**src/rtl/mac_operand_sequencer_pkg.sv**
```systemverilog
// Shared types and constants for the MAC operand sequencer and its operand buffer.
package mac_operand_sequencer_pkg;

    localparam int unsigned ACC_W_DEFAULT = 32;
    localparam int unsigned OP_W          = 8;

    localparam logic WR_SEL_A = 1'b0;
    localparam logic WR_SEL_B = 1'b1;

    typedef enum logic [2:0] {
        ST_IDLE,
        ST_CLEAR,
        ST_RUN,
        ST_DRAIN,
        ST_DONE
    } state_t;

endpackage

```
**src/rtl/mac_operand_sequencer_buffer.sv**
```systemverilog
// Two DEPTH x 8 operand arrays with one selectable write port and a common-address async read.
module mac_operand_buffer
    import mac_operand_sequencer_pkg::*;
#(
    parameter  int unsigned DEPTH = 16,
    localparam int unsigned AW    = $clog2(DEPTH)
) (
    input  logic            clk,
    input  logic            wr_en,
    input  logic            wr_sel,
    input  logic [AW-1:0]   wr_addr,
    input  logic [OP_W-1:0] wr_data,
    input  logic [AW-1:0]   rd_addr,
    output logic [OP_W-1:0] rd_a,
    output logic [OP_W-1:0] rd_b
);

    logic [OP_W-1:0] mem_a [DEPTH];
    logic [OP_W-1:0] mem_b [DEPTH];

    // Contents are intentionally not reset so loaded vectors survive a sequencer reset.
    always_ff @(posedge clk) begin
        if (wr_en) begin
            case (wr_sel)
                WR_SEL_A: mem_a[wr_addr] <= wr_data;
                WR_SEL_B: mem_b[wr_addr] <= wr_data;
                default:  ;
            endcase
        end
    end

    assign rd_a = mem_a[rd_addr];
    assign rd_b = mem_b[rd_addr];

endmodule

```
**src/rtl/mac_operand_sequencer.sv**
```systemverilog
// Feeds operand pairs to the 8x8->32 MAC (cleared first), then captures the accumulator as the dot product.
module mac_operand_sequencer
    import mac_operand_sequencer_pkg::*;
#(
    parameter  int unsigned DEPTH = 16,
    parameter  int unsigned ACC_W = ACC_W_DEFAULT,
    localparam int unsigned AW    = $clog2(DEPTH)
) (
    input  logic             clk,
    input  logic             reset,
    input  logic             wr_en,
    input  logic             wr_sel,
    input  logic [AW-1:0]    wr_addr,
    input  logic [OP_W-1:0]  wr_data,
    input  logic [AW:0]      len,
    input  logic             start,
    output logic             busy,
    output logic             done,
    output logic [ACC_W-1:0] result,
    output logic             result_valid,
    output logic [OP_W-1:0]  op_a,
    output logic [OP_W-1:0]  op_b,
    output logic             mac_en,
    output logic             mac_clr,
    input  logic [ACC_W-1:0] mac_acc
);

    state_t            state, state_next;
    logic [AW-1:0]     idx, idx_next;
    logic [AW:0]       len_eff, len_eff_next;
    logic              wr_ok;
    logic [OP_W-1:0]   rd_a, rd_b;

    logic              busy_n, done_n, mac_en_n, mac_clr_n, rv_n;
    logic [OP_W-1:0]   op_a_n, op_b_n;
    logic [ACC_W-1:0]  result_n;

    assign wr_ok = wr_en && ((state == ST_IDLE) || (state == ST_DONE));

    // Read address is the next index so the operand register holds A[idx]/B[idx] during each RUN cycle.
    mac_operand_buffer #(.DEPTH(DEPTH)) u_buf (
        .clk     (clk),
        .wr_en   (wr_ok),
        .wr_sel  (wr_sel),
        .wr_addr (wr_addr),
        .wr_data (wr_data),
        .rd_addr (idx_next),
        .rd_a    (rd_a),
        .rd_b    (rd_b)
    );

    // Next-state, index and length latch.
    always_comb begin
        state_next   = state;
        idx_next     = idx;
        len_eff_next = len_eff;
        case (state)
            ST_IDLE: begin
                if (start) begin
                    if (len != '0) begin
                        len_eff_next = (len > (AW+1)'(DEPTH)) ? (AW+1)'(DEPTH) : len;
                        state_next   = ST_CLEAR;
                    end else begin
                        state_next   = ST_DONE;
                    end
                end
            end
            ST_CLEAR: begin
                idx_next   = '0;
                state_next = ST_RUN;
            end
            ST_RUN: begin
                idx_next = idx + AW'(1);
                if ({1'b0, idx} == len_eff - (AW+1)'(1)) begin
                    state_next = ST_DRAIN;
                end
            end
            ST_DRAIN: state_next = ST_DONE;
            ST_DONE:  state_next = ST_IDLE;
            default:  state_next = ST_IDLE;
        endcase
    end

    // Output values for the upcoming cycle, decoded from the state being entered.
    always_comb begin
        busy_n    = 1'b0;
        done_n    = 1'b0;
        mac_en_n  = 1'b0;
        mac_clr_n = 1'b0;
        op_a_n    = '0;
        op_b_n    = '0;
        result_n  = result;
        rv_n      = result_valid;
        case (state_next)
            ST_CLEAR: begin
                busy_n    = 1'b1;
                mac_clr_n = 1'b1;
                rv_n      = 1'b0;
            end
            ST_RUN: begin
                busy_n   = 1'b1;
                mac_en_n = 1'b1;
                op_a_n   = rd_a;
                op_b_n   = rd_b;
            end
            ST_DRAIN: busy_n = 1'b1;
            ST_DONE: begin
                done_n = 1'b1;
                rv_n   = 1'b1;
            end
            default: ;
        endcase
        if (state == ST_DRAIN) begin
            result_n = mac_acc;
        end else if ((state == ST_IDLE) && start && (len == '0)) begin
            result_n = '0;
        end
    end

    always_ff @(posedge clk) begin
        if (reset) begin
            state        <= ST_IDLE;
            idx          <= '0;
            len_eff      <= '0;
            busy         <= 1'b0;
            done         <= 1'b0;
            mac_en       <= 1'b0;
            mac_clr      <= 1'b0;
            op_a         <= '0;
            op_b         <= '0;
            result       <= '0;
            result_valid <= 1'b0;
        end else begin
            state        <= state_next;
            idx          <= idx_next;
            len_eff      <= len_eff_next;
            busy         <= busy_n;
            done         <= done_n;
            mac_en       <= mac_en_n;
            mac_clr      <= mac_clr_n;
            op_a         <= op_a_n;
            op_b         <= op_b_n;
            result       <= result_n;
            result_valid <= rv_n;
        end
    end

endmodule

```
**config.mk**
```make
export PLATFORM = sky130hd
export DESIGN_NAME = mac_operand_sequencer
export DESIGN_NICKNAME = d
export VERILOG_FILES = /design/src/rtl/mac_operand_sequencer_pkg.sv /design/src/rtl/mac_operand_sequencer_buffer.sv /design/src/rtl/mac_operand_sequencer.sv
export SDC_FILE = /design/constraint.sdc
export NUM_CORES = 1
export LEC_CHECK = 0
export ABC_CLOCK_PERIOD_IN_PS = 6920
export CAP_MARGIN = 20
export CELL_PAD_IN_SITES_DETAIL_PLACEMENT = 1
export CELL_PAD_IN_SITES_GLOBAL_PLACEMENT = 2
export CORE_MARGIN = 5
export CORE_UTILIZATION = 43
export DETAILED_ROUTE_END_ITERATION = 16
export GPL_TIMING_DRIVEN = 1
export HOLD_SLACK_MARGIN = 0.08
export PLACE_DENSITY = 0.85
export RECOVER_POWER = 25
export SLEW_MARGIN = 20
export SYNTH_ARGS = -nofsm -noshare
export SYNTH_HDL_FRONTEND = slang
export SYNTH_SLANG_ARGS = --single-unit
```
**constraint.sdc**
```tcl
create_clock -name clk -period 6.92 [get_ports clk]
set_clock_uncertainty 0.1 [all_clocks]
set_input_delay 0.692 -clock clk [delete_from_list [all_inputs] [get_ports clk]]
set_output_delay 0.692 -clock clk [all_outputs]
set_load 0.03 [all_outputs]
```
==> run_results.csv, run 1 <==
group,metric,value,unit
sta,final_min_period_over_clock_period,0.606,
place,port_buffers,106,
layout,finalNetCount,1445,
global_routing,number_of_antenna_violations_at_the_first_check_in_global_routing,0,
layout,final_common_cell,"sky130_fd_sc_hd__edfxtp_1",
synth,synth.largest_area_cell,"sky130_fd_sc_hd__edfxtp_1",
sta,final.setup.tns,0,ns
clocking,cts_tree,"yes",
sta,achievable-frequency,0.239,GHz
global_routing,gr-usage-all-layers,0.250,
floorplan,rows,69,
worst_setup_path,critical_path_class,"reg2reg",
place,numPlacedInstances,1809,
clocking,clock_tree.root_cell,"sky130_fd_sc_hd__clkbuf_16",
synth,netlist_area_before_placement,0.0154,mm2
synth,netlist_top_cells_area,"sky130_fd_sc_hd__edfxtp_1, sky130_fd_sc_hd__dfxtp_1, sky130_fd_sc_hd__a22oi_1, sky130_fd_sc_hd__a221oi_1, sky130_fd_sc_hd__nand2_1",
sta,worst_slew_pin_tran,1.71,ns
worst_setup_path,crit_path_max_fanout,74,
sta,final-hold-violation-count,0,
power,powerDensity,264,mW/mm2
synth,postSynthNetCount,1411,
clocking,cts.repair_timing.setup_buffer_count,0,
synth,seq_area_frac_synth,0.584,
worst_setup_path,cp_slowest_cell,"sky130_fd_sc_hd__o21ai_4",
worst_setup_path,cp-start-kind,"flop",
synth,ys.warnings.count,0,
clocking,ctsLongestPathBuffers,3,
layout,areaGrowthSynthToFinish,15.8,%
synth,synth_enable_flop_cells,256,
power,power.static_leakage,5.76,nW
layout,antenna_cells,0,
route,routed_wirelength,50.6,mm
synth,area_share_of_the_leading_cell_type_in_the_synthesized_netlist,0.499,
layout,fin_util,0.502,
clocking,cts.reportedPaths.clkPinSlew,0.06,ns
clocking,insertion_delay,0.54,ns
sta,slew-limit-headroom,-0.142,
route,initialDrtViolationCount,1196,
route,routedWlPerCell,27.0,um
floorplan,design.die.area,0.0397,mm2
worst_setup_path,critical_path.cell_chain,"nor2_4 > buf_4 > nand2_2 > o21ai_4 > buf_4 > a221oi_1 > a221oi_1 > nor2_1 > o32ai_1",
place,gp_congestion,0.780,
sta,timing.final.setup_violations,0,
clocking,quantity_of_gates_resized_following_cts,0,
worst_setup_path,critPathBufInv,2,
layout,design_area,0.0178,mm2
floorplan,boundaryPins,107,
synth,syn-instance-count,1355,
outcome,violated_checks,"max-capacitance violations, max-slew violations",
sta,unrepaired_setup_endpoints_after_global_routing,"no",
global_routing,grt_pass1_vias,12900,
sta,worst_hold_slack,0.363,ns
global_routing,globalRouteOverflowTotal,0,
run,max_cap_viols,6,
global_routing,grt_first_pass_wirelength,77.0,mm
layout,commonest_cells_after_routing_fill_and_taps_aside,"sky130_fd_sc_hd__edfxtp_1, sky130_fd_sc_hd__nand2_1, sky130_fd_sc_hd__a22oi_1",
synth,synth-async-reset-ratio,0,
synth,synth-main-ff-cell,"sky130_fd_sc_hd__edfxtp_1",
floorplan,starting_utilization_of_the_core_area,0.434,
floorplan,placeableCoreArea,0.0355,mm2
worst_setup_path,setup.worst_path.end_class,"flop",
route,ant_nets,0,
layout,final_layout_size_suffix_gt1_frac,0.0861,
route,drt-pass1-iter-count,5,
synth,postSynthAreaPerCell,11.4,um2
clocking,numCtsBuffers,37,
route,route.detailed.drc,0,
min_path,hold_path_class,"reg2reg",
worst_setup_path,endpoint_arrival_time_on_the_critical_path,4.52,ns
worst_setup_path,worstPathRequired,7.25,ns
worst_setup_path,critPathTopFamily,"compound AO/OA/AOI/OAI gates",
place,placement.cell_area,0.0166,mm2
floorplan,die_x,199,um
worst_setup_path,critical_path.max_stage_delay,0.82,ns
sta,timing.final.max_slew_violations,165,
synth,synthDistinctLibCells,56,
sta,layout_min_cycle_time,4.19,ns
route,via_per_inst,6.67,
route,route.vias.total,12500,
power,max-vdd-ir-drop,0.235,mV
synth,synth-seq-cells,321,
floorplan,die_height,199,um
clocking,hold_buffers,0,
global_routing,grt_max_degree,121,
clocking,number_of_sinks_on_the_clock_net,321,
layout,final_cells,1878,
clocking,cts_htree_levels,2,
place,detailed_place_hpwl,28.8,mm
outcome,status,"finished, violations left",
[path summary, 6_finish.rpt]
kind           startpoint      endpoint  slack, ns  cells past startpoint
min reg2reg  result_valid  result_valid       0.36                      2
max reg2reg      state[0]       op_a[0]       2.73                      9
max              state[0]       op_a[0]       2.73                      9
min          result_valid  result_valid       0.36                      2
[cell families after synthesis]
family	Yosys count	share of synthesized area
adder cells (fa/ha/maj)	2	0.00163
buffers and inverters	146	0.0458
flip-flops	321	0.584
XOR/XNOR	8	0.00455
AND/OR/NAND/NOR	348	0.0925
AO/OA/AOI/OAI	530	0.271
[sequential cells by signal (all words and copies together), names as in the netlist]
name / flops
mac_en: 1
op_b: 8
op_a: 8
state: 3
idx: 4
u_buf.mem_b: 128
mac_clr: 1
len_eff: 5
result_valid: 1
busy: 1
u_buf.mem_a: 128
done: 1
result: 32
[cell usage after synthesis, types with 3 or more instances]
library cell and number:
sky130_fd_sc_hd__nand2b_1 4, sky130_fd_sc_hd__buf_1 11, sky130_fd_sc_hd__buf_2 65, sky130_fd_sc_hd__a31oi_1 3
sky130_fd_sc_hd__clkbuf_1 47, sky130_fd_sc_hd__o211ai_1 60, sky130_fd_sc_hd__o22ai_1 13, sky130_fd_sc_hd__nand2_1 189
sky130_fd_sc_hd__a22oi_1 154, sky130_fd_sc_hd__a221oi_1 131, sky130_fd_sc_hd__o221ai_1 3, sky130_fd_sc_hd__a221oi_2 19
sky130_fd_sc_hd__nand3_1 5, sky130_fd_sc_hd__buf_4 10, sky130_fd_sc_hd__a211oi_1 6, sky130_fd_sc_hd__inv_1 5
sky130_fd_sc_hd__a21oi_1 14, sky130_fd_sc_hd__xnor2_1 6, sky130_fd_sc_hd__dfxtp_1 65, sky130_fd_sc_hd__a311oi_1 28
sky130_fd_sc_hd__a22o_1 5, sky130_fd_sc_hd__nor3_1 6, sky130_fd_sc_hd__o21a_1 3, sky130_fd_sc_hd__buf_6 5
sky130_fd_sc_hd__o32ai_1 16, sky130_fd_sc_hd__o21ai_0 64, sky130_fd_sc_hd__edfxtp_1 256, sky130_fd_sc_hd__nor2_1 123
[layout make-up]
cell class              count  area, um2
well taps                 461        577
clock inverters            19        156
repair buffers            134       1280
flip-flops and latches    321       9000
fillers                  3733      17700
multi-input cells         888       5740
clock buffers              48       1050
inverters                   7       27.5
[stage by stage]
stage               setup slack (ns)  power [mW]
global route                    2.51        4.88
floorplan                       4.63        2.58
CTS                             2.80        4.73
finish                          2.73        4.71
detailed placement              2.80        2.81
global placement                2.84        2.80
[per-layer routing]
metal  vias up  share of wire  track usage
met5         -              0            0
li1       5504              -            -
met4         0          0.035       0.0935
met2       509           0.48        0.409
met3        93          0.061       0.0400
met1      6418           0.42        0.337
[where the power goes]
| part | internal (mW) | switching, mW |
|---|---|---|
| registers | 2.11 | 0.0296 |
| logic | 0.202 | 0.437 |
| clock network | 1.15 | 0.790 |
[worst min-delay path, cell delays in order (launching register included)]
cell and delay, ns:
sky130_fd_sc_hd__dfxtp_1 0.31, sky130_fd_sc_hd__nand2_1 0.05, sky130_fd_sc_hd__a21oi_1 0.05
Power figures use the tool's default switching activity.
==> run 2, diff against run 1 <==
Settings changed: ABC_CLOCK_PERIOD_IN_PS 6920 to 3800, CORE_UTILIZATION 43 to 36, PLACE_DENSITY 0.85 to 0.76.
Clock period 6.92 ns to 3.8 ns, I/O delays scaled along.
==> run 2 against run 1 <==
The flow still finishes with violations (max-capacitance violations, max-slew violations). Die area up 18%. First-iteration DRC count decreased by 15%. Via count is 0.73% higher. Largest cell class unchanged.
==> run_results.csv, run 2 (synthesis results as in run 1) <==
group,metric,value,unit
power,power.static_leakage,6.08,nW
power,max-vdd-ir-drop,0.379,mV
place,numPlacedInstances,1936,
min_path,holdPathStages,2,
place,placement.cell_area,0.0172,mm2
layout,antenna_cells,0,
route,route.detailed.drc,0,
layout,reg_top3,"u_buf.mem_a x128, u_buf.mem_b x128, result x32",
route,initialDrtViolationCount,1021,
sta,postLayoutSetupSlackWorst,0.645,ns
worst_setup_path,crit-reg2reg-launch,"state[0]",
sta,timing.final.max_slew_violations,198,
sta,final-hold-violation-count,0,
place,port_buffers,106,
clocking,clock_tree.root_cell,"sky130_fd_sc_hd__clkbuf_16",
clocking,cts.repair_timing.setup_buffer_count,0,
clocking,number_of_sinks_on_the_clock_net,321,
place,detailed_place_hpwl,30.4,mm
outcome,status,"finished, violations left",
floorplan,boundaryPins,107,
route,ant_nets,0,
route,drt-pass1-iter-count,6,
sta,worst_slew_pin_tran,1.81,ns
clocking,cts.reportedPaths.clkPinSlew,0.06,ns
global_routing,grt_max_degree,122,
floorplan,placeableCoreArea,0.0421,mm2
min_path,hold_path_class,"in2reg",
worst_setup_path,critical_path_class,"reg2reg",
place,dp_worst_setup_slack,0.716,ns
layout,areaGrowthSynthToFinish,20.3,%
layout,final_cells,2002,
sta,unrepaired_setup_endpoints_after_global_routing,"no",
sta,final_min_period_over_clock_period,0.830,
power,powerDensity,491,mW/mm2
clocking,cts_tree,"yes",
sta,final.setup.tns,0,ns
outcome,violated_checks,"max-capacitance violations, max-slew violations",
worst_setup_path,setup_slack_of_the_worst_register_to_register_path,0.65,ns
clocking,cts_htree_levels,2,
sta,timing.final.setup_violations,0,
floorplan,die_height,217,um
layout,finalNetCount,1492,
floorplan,rows,75,
place,gp_congestion,0.786,
worst_setup_path,setup.worst_path.end_class,"flop",
layout,commonest_cells_after_routing_fill_and_taps_aside,"sky130_fd_sc_hd__edfxtp_1, sky130_fd_sc_hd__nand2_1, sky130_fd_sc_hd__a22oi_1",
clocking,hold_buffers,0,
clocking,ctsLongestPathBuffers,3,
sta,achievable-frequency,0.317,GHz
clocking,insertion_delay,0.55,ns
worst_setup_path,crit_path_max_fanout,60,
worst_setup_path,critical_path.reg2reg.endpoint,"op_a[0]",
worst_setup_path,cp-start-kind,"flop",
global_routing,number_of_antenna_violations_at_the_first_check_in_global_routing,0,
layout,final_common_cell,"sky130_fd_sc_hd__edfxtp_1",
global_routing,gr-usage-all-layers,0.217,
floorplan,starting_utilization_of_the_core_area,0.365,
route,via_per_inst,6.30,
route,routedWlPerCell,26.2,um
global_routing,grt_first_pass_wirelength,80.0,mm
global_routing,globalRouteOverflowTotal,0,
sta,slew-limit-headroom,-0.206,
floorplan,die_x,217,um
route,routed_wirelength,52.5,mm
worst_setup_path,worstPathRequired,4.16,ns
sta,layout_min_cycle_time,3.15,ns
route,route.vias.total,12600,
worst_setup_path,r2r_cells,9,
min_path,hold_start,"reset",
floorplan,design.die.area,0.0470,mm2
worst_setup_path,endpoint_arrival_time_on_the_critical_path,3.51,ns
power,report.power.total,9.09,mW
min_path,timing.hold.worst_endpoint,"len_eff[4]",
clocking,numCtsBuffers,37,
layout,design_area,0.0185,mm2
clocking,quantity_of_gates_resized_following_cts,0,
layout,final_layout_size_suffix_gt1_frac,0.113,
run,max_cap_viols,6,
global_routing,grt_pass1_vias,12900,
layout,fillerInstances,4470,
==> run 2: worst max-delay path by stage <==
stage | startpoint | endpoint | cells past startpoint
6_report | state[0] | op_a[0] | 9
5_1_grt | state[0] | op_b[5] | 9
4_1_cts | state[0] | op_a[3] | 8
3_5_place_dp | state[0] | op_a[3] | 8
3_3_place_gp | state[0] | op_a[3] | 8
2_1_floorplan | state[0] | u_buf.mem_b[6][0] | 7
==> run 2: final cells by class <==
cell class,instances,area (um2),share of cell area
Timing Repair Buffer,181,1730,0.0936
Inverter,7,27.5,0.00149
Clock buffer,45,1010,0.0544
Tap cell,539,674,0.0364
Clock inverter,21,343,0.0185
Sequential cell,321,9000,0.486
Multi-Input combinational cell,888,5740,0.310
==> run 2: per-stage QoR <==
| stage | util | hold slack [ns] |
|---|---|---|
| after floorplan | - | 0.355 |
| after global placement | 0.408 | 0.344 |
| after detailed placement | 0.408 | 0.361 |
| after CTS | 0.440 | 0.339 |
| after global routing | 0.439 | 0.379 |
| final | 0.439 | 0.346 |
==> run 2: worst max-delay path: stages (launching register included) <==
cell	delay (ns)
sky130_fd_sc_hd__dfxtp_4	0.52
sky130_fd_sc_hd__nor2_4	0.28
sky130_fd_sc_hd__nand2_2	0.20
sky130_fd_sc_hd__o21ai_4	0.23
sky130_fd_sc_hd__buf_12	0.31
sky130_fd_sc_hd__buf_4	0.37
sky130_fd_sc_hd__a221oi_1	0.14
sky130_fd_sc_hd__a221oi_1	0.47
sky130_fd_sc_hd__nor2_1	0.21
sky130_fd_sc_hd__o32ai_1	0.15
==> run 2: where the power goes <==
part	internal, mW	switching, mW	total [mW]
clock network	2.50	1.47	3.97
registers	3.84	0.0516	3.89
logic	0.414	0.812	1.23
total	6.75	2.33	9.09
==> run 2: metal layers <==
| layer | part of all wire | global-route usage | up-vias |
|---|---|---|---|
| li1 | - | - | 5601 |
| met5 | 0.0018 | 0.0156 | - |
| met3 | 0.056 | 0.0349 | 88 |
| met4 | 0.028 | 0.0697 | 2 |
| met1 | 0.43 | 0.291 | 6507 |
| met2 | 0.48 | 0.361 | 418 |
